==> src/rtl/debounce_sync.sv <==
// Input conditioner: synchronises an asynchronous level, then only passes a new
// level once it has been seen for STABLE_CYCLES consecutive synchronized samples.
module debounce_sync #(
    parameter int unsigned SYNC_STAGES   = 2,
    parameter int unsigned STABLE_CYCLES = 4,
    parameter logic        RESET_LEVEL   = 1'b0,
    parameter int unsigned GLITCH_W      = 8
) (
    input  logic                clk,
    input  logic                rst_n,
    input  logic                i_raw,
    output logic                o_level,
    output logic                o_busy,
    output logic [GLITCH_W-1:0] o_glitch_cnt
);

    localparam int unsigned          CNT_W      = (STABLE_CYCLES > 1) ? $clog2(STABLE_CYCLES) : 1;
    localparam logic [CNT_W-1:0]     CNT_LAST   = CNT_W'(STABLE_CYCLES - 1);
    localparam logic [CNT_W-1:0]     CNT_ONE    = CNT_W'(1);
    localparam logic [GLITCH_W-1:0]  GLITCH_MAX = '1;

    typedef enum logic {
        ST_IDLE  = 1'b0,
        ST_COUNT = 1'b1
    } state_e;

    // Synchronizer chain; only stage 0 ever looks at i_raw.
    logic [SYNC_STAGES-1:0] sync_q;
    logic [SYNC_STAGES-1:0] sync_d;
    logic                   sync_s;

    always_comb begin
        sync_d = {sync_q[SYNC_STAGES-2:0], i_raw};
    end

    assign sync_s = sync_q[SYNC_STAGES-1];

    always_ff @(posedge clk or negedge rst_n) begin
        if (!rst_n) begin
            sync_q <= {SYNC_STAGES{RESET_LEVEL}};
        end else begin
            sync_q <= sync_d;
        end
    end

    state_e              state_q;
    logic [CNT_W-1:0]    cnt_q;
    logic                level_q;
    logic                busy_q;
    logic [GLITCH_W-1:0] glitch_q;

    // A return of sync_s to level_q always aborts, even on the edge the count completes.
    always_ff @(posedge clk or negedge rst_n) begin
        if (!rst_n) begin
            state_q  <= ST_IDLE;
            cnt_q    <= '0;
            level_q  <= RESET_LEVEL;
            busy_q   <= 1'b0;
            glitch_q <= '0;
        end else begin
            case (state_q)
                ST_IDLE: begin
                    cnt_q <= '0;
                    if (sync_s != level_q) begin
                        state_q <= ST_COUNT;
                        cnt_q   <= CNT_ONE;
                        busy_q  <= 1'b1;
                    end
                end
                ST_COUNT: begin
                    if (sync_s == level_q) begin
                        state_q <= ST_IDLE;
                        cnt_q   <= '0;
                        busy_q  <= 1'b0;
                        if (glitch_q != GLITCH_MAX) begin
                            glitch_q <= glitch_q + 1'b1;
                        end
                    end else if (cnt_q == CNT_LAST) begin
                        state_q <= ST_IDLE;
                        cnt_q   <= '0;
                        busy_q  <= 1'b0;
                        level_q <= sync_s;
                    end else begin
                        cnt_q <= cnt_q + 1'b1;
                    end
                end
                default: begin
                    state_q <= ST_IDLE;
                    cnt_q   <= '0;
                    busy_q  <= 1'b0;
                end
            endcase
        end
    end

    assign o_level      = level_q;
    assign o_busy       = busy_q;
    assign o_glitch_cnt = glitch_q;

endmodule
==> config.mk <==
export PLATFORM = sky130hd
export DESIGN_NAME = debounce_sync
export DESIGN_NICKNAME = d
export VERILOG_FILES = /design/src/rtl/debounce_sync.sv
export SDC_FILE = /design/constraint.sdc
export NUM_CORES = 1
export LEC_CHECK = 0
export BUFFER_PORTS_ARGS = -buffer_cell sky130_fd_sc_hd__buf_2
export CAP_MARGIN = 10
export CELL_PAD_IN_SITES_DETAIL_PLACEMENT = 2
export CELL_PAD_IN_SITES_GLOBAL_PLACEMENT = 2
export CORE_UTILIZATION = 33
export DETAILED_ROUTE_END_ITERATION = 16
export GPL_ROUTABILITY_DRIVEN = 0
export PLACE_DENSITY = 0.8
export SKIP_LAST_GASP = 1
export SYNTH_ARGS = -nofsm -noshare
export SYNTH_HDL_FRONTEND = slang
export SYNTH_SLANG_ARGS = --single-unit
==> constraint.sdc <==
create_clock -name clk -period 2 [get_ports clk]
set_clock_uncertainty 0.15 [all_clocks]
set_input_delay 0.1 -clock clk [delete_from_list [all_inputs] [get_ports clk]]
set_output_delay 0.1 -clock clk [all_outputs]
set_load 0.005 [all_outputs]
* Word level (Yosys, flattened, before mapping) *
Index checks and enable logic that the tools add are counted.

word-level totals
  register bits = 15
  input bits = 3
  output and inout bits = 10
  logic and storage cells = 31

operators by class
  add/subtract/negate cells = 2
  eq/ne operators = 6
  multiplexer cells = 12
  bitwise logic cells = 2
  reduce and logical (&&, ||, !) cells = 3

operators by type and width
  cell                                           number
  adder 8 x 1 -> 8 bit, second input constant    1
  != test 8 bit, second input constant           1
  2-to-1 mux 1 bit                               7
  AND reduction 3 bit                            2
  2-to-1 mux 2 bit                               2
  one-hot mux 1 bit (2 select lines)             2
  one-hot mux 2 bit (2 select lines)             1
  != test 3 x 1 -> 1 bit, second input constant  1
  adder 2 x 1 -> 2 bit, second input constant    1
  == test 2 bit, second input constant           1
  != test 2 bit, second input constant           1
  inverter 1 bit                                 2
  AND reduction 2 bit                            1
  == test 1 bit                                  1
  != test 1 bit                                  1

* Logic depth before layout (Yosys ltp) *
Gate-level depths: netlist of the first run.

  depth in word-level cells = 4
  mapped depth = 4

* Worst setup path after synthesis of the first run *
No wires, ideal clock.

  path type = reg-to-reg
  start point = reg level_q (netlist: o_level)
  end point = reg glitch_q[7] (netlist: o_glitch_cnt[7])
  arrival = 1.347 ns
  slack = 0.378 ns
  stages on the path, launching flop included = 5
  path buffers = 0
  period minus slack after synthesis = 1.622 ns
  cell sequence = dfrtp_1 > xor2_2 > nor3_2 > and3_4 > mux2_4

between the ends
  word-level cells in the longest chain between the ends = 2

ends and longest elaborated chain
  what                           line  text
  from (decl)                    48    logic level_q;
  from (signal assigned)         82    level_q <= sync_s;
  == test 1 bit                  71    if (sync_s == level_q) begin
  AND reduction 3 bit (no line)  n/a
  to (signal assigned)           76    glitch_q <= glitch_q + 1'b1;
  to (decl)                      50    logic [GLITCH_W-1:0] glitch_q;

Every way passes these cells.
A chain may end at the register's enable or synchronous reset.

* Worst setup path in the final report of the first run *
Ends and elaborated chain as after synthesis.

==> flow_summary.yaml, run 1 <==
routing:
  wirelength_um: 1540
  ant_nets: 0
  drt_iter0_markers: 1
  wl_per_cell_um: 15.0
  drc: 0
  viasPerCell: 5.05
  vias: 520
  firstDrtPassIters: 4
power:
  cellPowerDensity_mw_per_mm2: 1400
  cell_internal_pwr_uw: 698
  p_leak_nw: 0.389
  power_frac_seq_pct: 48.8
  combPwrFrac_pct: 35.8
  p_switching_uw: 458
  sw_frac_of_total_pct: 39.6
  clockPowerShare_pct: 15.5
  ir_drop_mv: 0.525
global_routing:
  grt_pass1_vias: 508
  grt-ovfl-total: 0
  grt.total_usage_pct: 16.5
  grt_pass1_wl_um: 2450
  grt_max_degree: 16
  antenna_found_initial: 0
timing:
  tightest_slew_ns: 0.343
  finalSetupViolations: 0
  relSlewSlack_pct: 77.2
  setup_ws_ns: 0.278
  hold_violations: 0
  rsz0062_at_grt: "no"
  max_freq_ghz: 0.581
  post-route-min-period_ns: 1.72
  fin_setup_tns_ns: 0
  timing.final.crit_share_pct: 86.1
  finalMaxSlewViolations: 0
synth:
  synth_top_family_by_area: "simple AND/OR/NAND/NOR gates"
  yosys_warnings: 0
  yosysSeqAreaShare_pct: 54.7
  syn-cell-area_um2: 686
  syn-num-nets: 63
  yosys.cell_types.count: 25
  ys_ff_latch: 15
  synth_xor_area_share_pct: 4.93
  syn-mean-instance-area_um2: 11.8
  synth-compound-area-share_pct: 8.39
  synth_adder_area_share_pct: 3.65
  ys_async_sr_fraction_pct: 100
  yosys_most_used_dff: "dfrtp_1"
  synthMuxAreaShare_pct: 8.58
  synth-edff-count: 0
  synthSimpleGateAreaFrac_pct: 19.2
  syn_inst: 58
worst_setup_path:
  cp_num_cells: 4
  crit_arrival_ns: 1.75
  r2r_cells: 4
  path_class: "flip-flop to flip-flop"
  crit_fanout: 5
  cp-start-kind: "flip-flop"
  worstPathCellList: "xor2_2 -> nor3_2 -> and3_4 -> mux2_4"
  crit_slowest_cell: "dfrtp_1"
  required_ns: 2.03
  critPathLaunch: "o_level"
  cp_top_family: "simple AND/OR/NAND/NOR gates"
  rr_startpoint: "o_level"
  critPathBufInv: 0
  end_kind: "flip-flop"
  cp_slowest_stage_delay_ns: 0.45
placed_design:
  dp_hpwl_um: 1110
  place.port_buffers: 12
  dpl_worst_slack_ns: 0.291
cts:
  post_cts_buffers: 0
  cts.sinks: 15
  clock_latency_ns: 0.28
  cts.htree.levels: 1
  cts_buffer_depth: 2
  cts_tree: "yes"
  cts.root.buffer_cell: "clkbuf_4"
  numCtsBuffers: 3
  path_clk_slew_ns: 0.09
floorplanning:
  dieArea_mm2: 0.00226
  io_pins: 13
  core_area_mm2: 0.00196
  row_count: 16
  start_util_pct: 34.9
  die_w_um: 47.6
  die_y_um: 47.6
finish:
  num-fill-cells: 233
  final_nets: 82
  area_delta_synth_final_pct: 20.6
  antenna_cells: 0
  drive_gt1_share_pct: 34.2
run:
  drv_cap: 0
outcome:
  status: "complete, no violations"
hold_path:
  hp-class: "input port to async pin"
-- final timing paths --
path	end	slack, ns
min in group clk	sync_q[1]	0.22
setup / recovery	o_glitch_cnt[7]	0.28
setup reg to reg	o_glitch_cnt[7]	0.28
hold / removal	o_glitch_cnt[3]	0.09
hold reg to reg	sync_q[1]	0.22
max in group asynchronous	o_level	1.36
-- worst register-to-register path: cells and delay by family (launching register included) --
family | cells | cell delay (ns)
xor+xnor | 1 | 0.24
flops | 1 | 0.45
mux | 1 | 0.29
simple gates | 2 | 0.50
-- logic make-up (layout without fill, tap and decap cells) --
group,count (synthesis),in the layout
adders and majority gates,2,2
buffers and inverters,1,19
and+or+nand+nor,23,23
muxes,5,5
xor gates and xnor gates,3,3
AOI/OAI and AO/OA,9,9
DFF,15,15
-- layout make-up --
cell class	instances	area [µm²]	area share, %
flip-flops and latches	15	375	45.4
multi-input cells	42	307	37.1
repair buffers	14	80.1	9.68
well taps	27	33.8	4.08
clock buffers	3	22.5	2.72
clock inverters	1	5.00	0.605
inverters	1	3.75	0.454
-- metal layers --
| metal | GRT usage (%) | vias up | routed length, µm |
|---|---|---|---|
| met2 | 26.3 | 12 | 749 |
| met1 | 21.8 | 261 | 714 |
| met5 | 0 | - | 0 |
| met4 | 6.67 | 0 | 23 |
| met3 | 3.77 | 5 | 54 |
| li1 | - | 242 | - |
-- power by group through the flow --
stage	clock (mW)	combinational, mW	sequential, mW
global route	0.199	0.465	0.587
detailed placement	0	0.418	0.574
CTS	0.182	0.426	0.567
global placement	0	0.391	0.558
floorplan	0	0.253	0.544
finish	0.179	0.414	0.564
-- cell usage in the layout, fill, tap and decap left out, types with 3 or more instances in the layout --
| cell type | instances |
|---|---|
| buf_2 | 12 |
| and3_1 | 3 |
| mux2_2 | 3 |
| nand4_1 | 3 |
| nor2_1 | 5 |
| clkbuf_4 | 3 |
| dfrtp_1 | 15 |
| nand2_1 | 4 |
| a21oi_1 | 3 |
-- synth_stat cells (2+ instances only) --
cell type,count,share of area (%)
a21oi_1,3,2.2
and3_1,3,2.7
dfrtp_1,15,55
ha_1,2,3.6
mux2_2,3,4.9
nand2_1,4,2.2
nand3_1,2,1.5
nand4_1,3,2.7
nor2_1,5,2.7
o21a_1,2,2.2
xnor2_1,2,2.6
-- stage by stage --
step	utilization [%]	cells	instance area [µm²]	power (mW)	hold WS, ns
floorplan	-	58	686	0.797	-0.346
global placement	39.7	97	779	0.949	-0.124
detailed placement	39.7	97	779	0.992	-0.121
CTS	42.2	103	827	1.18	0.100
global route	42.2	103	827	1.25	0.134
finish	42.2	103	827	1.16	0.0904
-- sequential cells by signal, indices dropped and copies added (netlist names) --
register      count
o_glitch_cnt      8
cnt_q             2
sync_q            2
o_busy            1
o_level           1
state_q           1
-- repair_timing --
item / in CTS / in global routing
resized for setup: 0 / 0
hold buffers: 2 / 0
endpoints found under the hold margin: 16 / 0
(Power assumes the default switching activity.)
==> inputs of run 2 (changes only) <==
==> constraint.sdc (replaced) <==
create_clock -name clk -period 2 [get_ports clk]
set_clock_uncertainty 0.15 [all_clocks]
set_input_delay 0.4 -clock clk [delete_from_list [all_inputs] [get_ports clk]]
set_output_delay 0.4 -clock clk [all_outputs]
set_load 0.005 [all_outputs]
==> run 2 against run 1 <==
Non-clock buffer count shrank 1. Register-to-register slack hardly changed. Combinational power about the same. Global-route usage stayed put. Total power shrank 0.13%. Worst setup slack is the same. First-iteration DRC count unchanged. Sequential power about the same. Critical path type unchanged. Highest routed layer unchanged.
==> flow_summary.yaml, run 2 (synthesis gave the netlist of run 1 again) <==
worst_setup_path:
  rr_startpoint: "o_level"
  timing.rr.end: "o_glitch_cnt[7]"
  r2r_cells: 4
  cp-start-kind: "flip-flop"
  r2r_slack_ns: 0.28
  crit_fanout: 5
  path_class: "flip-flop to flip-flop"
  required_ns: 2.03
  worstPathCellList: "xor2_2 -> nor3_2 -> and3_4 -> mux2_4"
  cp_slowest_stage_delay_ns: 0.45
  end_kind: "flip-flop"
  crit_arrival_ns: 1.75
  crit_slowest_cell: "dfrtp_1"
routing:
  vias: 518
  ant_nets: 0
  wirelength_um: 1530
  wl_per_cell_um: 15.0
  drt_iter0_markers: 1
  viasPerCell: 5.08
  firstDrtPassIters: 4
  drc: 0
timing:
  rsz0062_at_grt: "no"
  relSlewSlack_pct: 77.2
  post-route-min-period_ns: 1.72
  max_freq_ghz: 0.581
  fin_setup_tns_ns: 0
  timing.final.crit_share_pct: 86.1
  tightest_slew_ns: 0.343
  finalMaxSlewViolations: 0
  finalSetupViolations: 0
  hold_violations: 0
cts:
  clock_latency_ns: 0.28
  path_clk_slew_ns: 0.09
  cts_buffer_depth: 2
  post_cts_buffers: 0
  cts.sinks: 15
  numCtsBuffers: 3
  cts.htree.levels: 1
  cts_tree: "yes"
  cts.root.buffer_cell: "clkbuf_4"
  cts_resized: 0
floorplanning:
  die_w_um: 47.6
  start_util_pct: 34.9
  row_count: 16
  die_y_um: 47.6
  dieArea_mm2: 0.00226
  io_pins: 13
  core_area_mm2: 0.00196
finish:
  antenna_cells: 0
  largest_register_ffs: 8
  area_delta_synth_final_pct: 19.2
  final_nets: 81
  final_common_cell: "dfrtp_1"
  mostFrequentLayoutCells: "dfrtp_1 (15), buf_2 (12), nor2_1 (5)"
  drive_gt1_share_pct: 34.7
global_routing:
  grt_pass1_vias: 508
  grt_pass1_wl_um: 2450
  antenna_found_initial: 0
  grt_max_degree: 16
  grt-ovfl-total: 0
  grt.total_usage_pct: 16.5
hold_path:
  hold_path.startpoint: "i_raw"
  holdPathEnd: "sync_q[0]"
  hp-class: "input port to flip-flop"
  hold_path_depth: 1
power:
  power_mw: 1.16
  cellPowerDensity_mw_per_mm2: 1410
  p_leak_nw: 0.385
  ir_drop_mv: 0.518
placed_design:
  dp_hpwl_um: 1110
  place.port_buffers: 12
run:
  drv_cap: 0
outcome:
  status: "complete, no violations"
run 2: area by class of cell:
type / count / area [µm²]
clock buffers: 3 / 22.5
clock inverters: 1 / 5.00
fillers: 234 / 1140
inverters: 1 / 3.75
multi-input cells: 42 / 307
flip-flops and latches: 15 / 375
well taps: 27 / 33.8
repair buffers: 13 / 70.1
run 2: critical path: cells and delay by family, from the launching register on:
kind	cells	cell delay, ns
AND/OR/NAND/NOR	2	0.50
multiplexers	1	0.29
flip-flops	1	0.45
XOR/XNOR	1	0.24
run 2: repair_timing:
item / 4_1_cts / 5_1_grt
hold buffers: 1 / 0
hold endpoints to repair: 15 / 0
endpoints found under the setup margin: 0 / 0
run 2: routing by layer:
| layer | track usage, % | part of all wire (%) | wire, µm | vias to the layer above |
|---|---|---|---|---|
| met4 | 6.67 | 1.5 | 23 | 0 |
| met2 | 26.3 | 49 | 747 | 12 |
| met3 | 3.77 | 3.6 | 55 | 5 |
| met5 | 0 | 0 | 0 | - |
| li1 | - | - | - | 240 |
| met1 | 21.8 | 46 | 707 | 261 |
run 2: power by group:
part / switching [mW] / internal [mW]
clock: 0.104 / 0.0743
combinational: 0.207 / 0.205
sequential: 0.146 / 0.418
run 2: how the worst max path moves through the flow:
stage	start	to	slack, ns	cells past startpoint
3_3_place_gp	o_level	o_glitch_cnt[6]	0.36	4
3_5_place_dp	o_level	o_glitch_cnt[7]	0.29	4
4_1_cts	o_level	o_glitch_cnt[7]	0.27	4
6_report	o_level	o_glitch_cnt[7]	0.28	4
5_1_grt	o_glitch_cnt[0]	o_glitch_cnt[1]	0.21	4
2_1_floorplan	o_level	o_glitch_cnt[7]	0.38	4
run 2: stage by stage:
stage	utilization, %	hold WS [ns]	setup slack [ns]	area, µm²	cells
6_report	41.6	0.0606	0.278	817	102
5_1_grt	41.6	0.0454	0.209	817	102
4_1_cts	41.6	0.0594	0.274	817	102
3_5_place_dp	39.7	0.179	0.291	779	97
3_3_place_gp	39.7	0.176	0.358	779	97
2_1_floorplan	-	-0.0456	0.378	686	58
